--- src/rtl/riscv_defs.sv ---
// riscv_defs: shared FSM encodings and constants for the fetch path
package riscv_defs;
    typedef enum logic [1:0] {IDLE = 2'd0, FETCH = 2'd1, ISSUE = 2'd2} state_t;
    localparam logic [31:0] NOP = 32'h0000_0013;
    localparam logic [31:0] DEF_RESET_VECTOR = 32'h0000_0000;
    localparam logic [31:0] DEF_TRAP_VECTOR = 32'h0000_0100;
endpackage

--- src/rtl/pc_next_sel.sv ---
// pc_next_sel: next-PC priority mux (jalr > branch > pc+4) with misalignment check
module pc_next_sel (
    input  logic [31:0] pc,
    input  logic        branch_taken,
    input  logic [31:0] branch_target,
    input  logic        jalr_taken,
    input  logic [31:0] jalr_target,
    output logic [31:0] next_pc,
    output logic        misalign
);
    logic [31:0] jalr_pc;
    assign jalr_pc = jalr_target & ~32'd1;
    assign next_pc = jalr_taken ? jalr_pc : branch_taken ? branch_target : pc + 32'd4;
    // a dropped branch never traps when jalr wins
    assign misalign = jalr_taken ? jalr_target[1] : branch_taken & (|branch_target[1:0]);
endmodule

--- src/rtl/pc_fetch_unit.sv ---
// pc_fetch_unit: PC register and single-outstanding instruction fetch sequencer
module pc_fetch_unit
    import riscv_defs::*;
#(
    parameter logic [31:0] RESET_VECTOR = DEF_RESET_VECTOR,
    parameter logic [31:0] TRAP_VECTOR = DEF_TRAP_VECTOR
) (
    input  logic        clk,
    input  logic        rst_n,
    output logic [31:0] pc,
    input  logic        branch_taken,
    input  logic [31:0] branch_target,
    input  logic        jalr_taken,
    input  logic [31:0] jalr_target,
    input  logic        stall,
    output logic        imem_req,
    output logic [31:0] imem_addr,
    input  logic        imem_ack,
    input  logic [31:0] imem_rdata,
    output logic        instr_valid,
    output logic [31:0] instr,
    output logic [31:0] instr_pc,
    output logic        misalign_exc
);
    state_t state, state_nx;
    logic [31:0] next_pc;
    logic misalign, issue_go;

    pc_next_sel u_sel (
        .pc(pc),
        .branch_taken(branch_taken),
        .branch_target(branch_target),
        .jalr_taken(jalr_taken),
        .jalr_target(jalr_target),
        .next_pc(next_pc),
        .misalign(misalign)
    );

    always_ff @(posedge clk or negedge rst_n)
        if (!rst_n) state <= IDLE;
        else state <= state_nx;

    always_comb begin
        state_nx = state;
        state_nx = state == IDLE ? FETCH :
                   state == FETCH ? (imem_ack ? ISSUE : FETCH) :
                   state == ISSUE ? (stall ? ISSUE : FETCH) : IDLE;
    end

    // combinational so an asynchronous reset drops the request at once
    assign imem_req = state == FETCH;
    assign imem_addr = pc;
    assign issue_go = state == ISSUE && !stall;

    always_ff @(posedge clk or negedge rst_n) begin
        if (!rst_n) begin
            pc <= RESET_VECTOR;
            instr_pc <= RESET_VECTOR;
            instr <= NOP;
            instr_valid <= 1'b0;
            misalign_exc <= 1'b0;
        end else begin
            misalign_exc <= issue_go && misalign;
            if (state == FETCH && imem_ack) begin
                instr <= imem_rdata;
                instr_pc <= pc;
                instr_valid <= 1'b1;
            end
            if (issue_go) begin
                pc <= misalign ? TRAP_VECTOR : next_pc;
                instr_valid <= 1'b0;
            end
        end
    end
endmodule

--- config.mk ---
export PLATFORM = sky130hd
export DESIGN_NAME = pc_fetch_unit
export DESIGN_NICKNAME = d
export VERILOG_FILES = /design/src/rtl/riscv_defs.sv /design/src/rtl/pc_next_sel.sv /design/src/rtl/pc_fetch_unit.sv
export SDC_FILE = /design/constraint.sdc
export NUM_CORES = 1
export LEC_CHECK = 0
export ABC_AREA = 1
export CORE_MARGIN = 5
export CORE_UTILIZATION = 43
export CTS_BUF_LIST = sky130_fd_sc_hd__clkbuf_4 sky130_fd_sc_hd__clkbuf_8
export DETAILED_ROUTE_END_ITERATION = 10
export PLACE_DENSITY_LB_ADDON = 0.08
export SLEW_MARGIN = 20
export SYNTH_ARGS = -nofsm -noshare
export SYNTH_HDL_FRONTEND = slang
export SYNTH_SLANG_ARGS = --single-unit
--- constraint.sdc ---
create_clock -name clk -period 2.1 [get_ports clk]
set_input_delay 0.21 -clock clk [delete_from_list [all_inputs] [get_ports clk]]
set_output_delay 0.21 -clock clk [all_outputs]
set_load 0.05 [all_outputs]
==> results of run 1 <==
## worst reg2reg max path: stages, from the launching register on
cell and delay (ns):
sky130_fd_sc_hd__dfrtp_1 0.46, sky130_fd_sc_hd__ha_1 0.21, sky130_fd_sc_hd__nand2_1 0.11, sky130_fd_sc_hd__nor2_1 0.26
sky130_fd_sc_hd__nand3_2 0.20, sky130_fd_sc_hd__inv_1 0.19, sky130_fd_sc_hd__nand2_1 0.07, sky130_fd_sc_hd__nand2_1 0.06
sky130_fd_sc_hd__nand3_1 0.07, sky130_fd_sc_hd__nand2_1 0.09, sky130_fd_sc_hd__o21ai_2 0.05
## synthesized netlist by cell type, types with 2 or more instances
cell type	instances	area [µm²]
sky130_fd_sc_hd__buf_4	32	240
sky130_fd_sc_hd__inv_1	39	146
sky130_fd_sc_hd__buf_2	6	30.0
sky130_fd_sc_hd__o21ai_0	47	235
sky130_fd_sc_hd__o21ai_2	8	70.1
sky130_fd_sc_hd__o21ai_1	7	35.0
sky130_fd_sc_hd__clkbuf_1	10	37.5
sky130_fd_sc_hd__dfstp_2	3	78.8
sky130_fd_sc_hd__a22o_1	2	17.5
sky130_fd_sc_hd__mux2_2	40	450
sky130_fd_sc_hd__xor2_1	5	43.8
sky130_fd_sc_hd__dfrtp_1	97	2430
sky130_fd_sc_hd__inv_2	4	15.0
sky130_fd_sc_hd__nor3_1	4	20.0
sky130_fd_sc_hd__nand3_1	24	120
sky130_fd_sc_hd__nor2_2	21	131
sky130_fd_sc_hd__nor2_1	49	184
sky130_fd_sc_hd__nand2_1	140	526
sky130_fd_sc_hd__o22ai_1	28	175
sky130_fd_sc_hd__buf_6	3	33.8
sky130_fd_sc_hd__a21oi_1	4	20.0
## layer usage
metal,vias up,part of all wire [%]
met5,-,0.080
met4,2,1.4
met3,24,8.4
met2,236,48
met1,2311,42
li1,2331,-
## registers in the layout, summed over array words and instances, names as in the netlist
signal,count
instr_pc,32
state,2
instr,32
misalign_exc,1
instr_valid,1
imem_addr,32
## worst paths after layout
check                           cells after the start             to  slack, ns
worst max-delay path                                1  imem_addr[18]       0.03
worst min-delay path                                2      instr[21]       0.34
worst max register to register                     10  imem_addr[20]       0.23
worst min register to register                      2    instr_pc[2]       0.49
max in group asynchronous                           3       instr[1]       1.08
min in group clk                                    2       instr[7]       0.45
## cell type report
| type | instances | area share [%] |
|---|---|---|
| clock buffer | 11 | 1.89 |
| clock inverter | 5 | 0.455 |
| inverter | 44 | 2.21 |
| multi-input combinational | 395 | 28.5 |
| sequential | 100 | 32.6 |
| tap | 147 | 2.39 |
| timing repair buffer | 244 | 32.0 |
## power breakdown
part / switching (mW) / internal, mW
clock network: 0.693 / 0.480
logic: 5.62 / 2.83
registers: 0.813 / 2.79
total: 7.12 / 6.10
## per-stage QoR
step | instance area [µm²] | hold slack [ns] | setup WS (ns) | instances
after floorplan | 5220 | -0.0856 | 0.184 | 593
after global placement | 7500 | 0.199 | 0.221 | 929
after detailed placement | 7500 | 0.212 | 0.162 | 929
after CTS | 7690 | 0.334 | 0.0126 | 946
after global routing | 7700 | 0.356 | 0.00464 | 946
final | 7700 | 0.336 | 0.0335 | 946
## kinds of logic after synthesis
family                     share of synthesized area [%]
AOI/OAI and AO/OA                                   12.1
xor gates and xnor gates                           0.839
adders and majority gates                          0.240
buffers and inverters                               10.3
DFF                                                 48.0
muxes                                               8.63
and+or+nand+nor                                     19.9
## repair_timing
action / CTS / global route
resized for setup: 1 / 4
cloned: 0 / 0
hold buffers: 1 / 0
setup endpoints to repair: 1 / 4
hold endpoints to repair: 35 / 0
==> out/qor.json, run 1 <==
{
  "status": "finished clean",
  "drc": 0,
  "cp-end-kind": "output pin",
  "critPathMaxStageDelay_ns": 0.91,
  "yosysUniqueCellTypes": 41,
  "cap_viol_max_count": 0,
  "fmax_ghz": 0.484,
  "worst_hold_path_type": "in -> async",
  "mappedNetlistArea_um2": 5220,
  "ys_dominant_reg_cell": "sky130_fd_sc_hd__dfrtp_1",
  "rows": 40,
  "critical_path.reg2reg.startpoint": "imem_addr[3]",
  "grt_first_pass_wirelength_mm": 25.7,
  "worst_path_dominant_cell_family": "buffers and inverters",
  "largest_net_degree_at_the_start_of_global_routing": 43,
  "placement.io_buffers": 231,
  "skew_ns": 0.00800,
  "vdd_drop_max_mv": 1.21,
  "number_of_antenna_violations_at_the_first_check_in_global_routing": 1,
  "die_w_um": 120,
  "drt-vias-per-instance": 5.18,
  "rsz0062_at_grt": "no",
  "syn_to_final_growth_pct": 47.5,
  "tritoncts": "done",
  "timing.max_slew.rel_slack_pct": 60.8,
  "synth.yosys.seq_area_share_pct": 48.0,
  "warning_count_from_the_yosys_run": 0,
  "drive_above_1_share_pct": 14.5,
  "fillerInstances": 1029,
  "syn-mean-instance-area_um2": 8.80,
  "worst_ep_required_time_ns": 1.89,
  "coreArea_um2": 12000,
  "ant_nets": 0,
  "worst_pin_slew_ns": 0.587,
  "cts-htree-levels": 3,
  "hold_violations": 0,
  "ctsLongestPathBuffers": 2,
  "grtUsageMet2_pct": 36.9,
  "wl_mm": 16.3,
  "first_iter_violations": 243,
  "min_period_over_period_pct": 98.4,
  "global_route.usage.met3_pct": 5.42,
  "clock_slew_seen_by_the_registers_of_the_worst_setup_and_hold_paths_ns": 0.09,
  "setup_total_negative_slack_ns": 0,
  "overflow": 0,
  "die_h_um": 120,
  "clock-root-buffer": "sky130_fd_sc_hd__clkbuf_8",
  "cellPowerDensity_nw_per_um2": 1720,
  "post_cts_buffers": 0,
  "timing.setup.critical_path_class": "reg -> out",
  "timing.critical_path.buf_inv": 1,
  "arrival_ns": 1.86,
  "hpwlAfterDp_mm": 12.4,
  "vias": 4904,
  "synth_fp_nets": 696,
  "floorplan.initialDensity_pct": 43.6,
  "power_leakage_nw": 3.32,
  "place_congestion": 0.912,
  "timing.critical_path.from_type": "flop",
  "leading_cell_type_in_the_layout_fill_and_taps_excluded": "sky130_fd_sc_hd__clkdlybuf4s50_1",
  "path_max_fanout": 7,
  "vias_in_the_first_global_route": 4807,
  "layout.core_utilization_pct": 64.4,
  "post-route-min-period_ns": 2.07,
  "synth_cells": 593,
  "detail_route.first_pass.iterations": 5,
  "synth_edf_count": 0,
  "layout_common_cells": "sky130_fd_sc_hd__clkdlybuf4s50_1, sky130_fd_sc_hd__nand2_1, sky130_fd_sc_hd__dfrtp_1, sky130_fd_sc_hd__nor2_1, sky130_fd_sc_hd__o21ai_0",
  "n_antenna_cell": 0,
  "wl_per_instance_um": 17.3,
  "top_usage_layer": "met2",
  "cts_sinks": 100,
  "startpoint": "imem_addr[18]",
  "finalSetupViolCount": 0,
  "pin_count": 233,
  "cp_cell_sequence": "clkdlybuf4s50_1",
  "worst_skew_pair.late_latency_ns": 0.37,
  "numCtsBuffers": 9,
  "layout.area.seq_um2": 2510,
  "grt.met1_usage_pct": 29.6,
  "multi_input_comb_area_um2": 2190,
  "synth-seq-cells": 100,
  "grtUsageTotal_pct": 22.6,
  "slowest_stage": "sky130_fd_sc_hd__clkdlybuf4s50_1",
  "ys_async_sr_fraction_pct": 100,
  "number_of_max_slew_violations_in_the_final_report": 0,
  "layout.nets": 897,
  "fp.dieArea_um2": 14400,
  "fin_total_pwr_mw": 13.2
}
No activity file was read; power rests on OpenSTA's default activity.
==> run 2, diff against run 1 <==
--- a/config.mk
+++ b/config.mk
@@ -11,7 +11,6 @@
 export CTS_BUF_LIST = sky130_fd_sc_hd__clkbuf_4 sky130_fd_sc_hd__clkbuf_8
 export DETAILED_ROUTE_END_ITERATION = 10
 export PLACE_DENSITY_LB_ADDON = 0.08
-export SLEW_MARGIN = 20
 export SYNTH_ARGS = -nofsm -noshare
 export SYNTH_HDL_FRONTEND = slang
 export SYNTH_SLANG_ARGS = --single-unit
==> results of run 2 <==
Same layout as run 1: the final DEF is identical, and so are final timing and power.
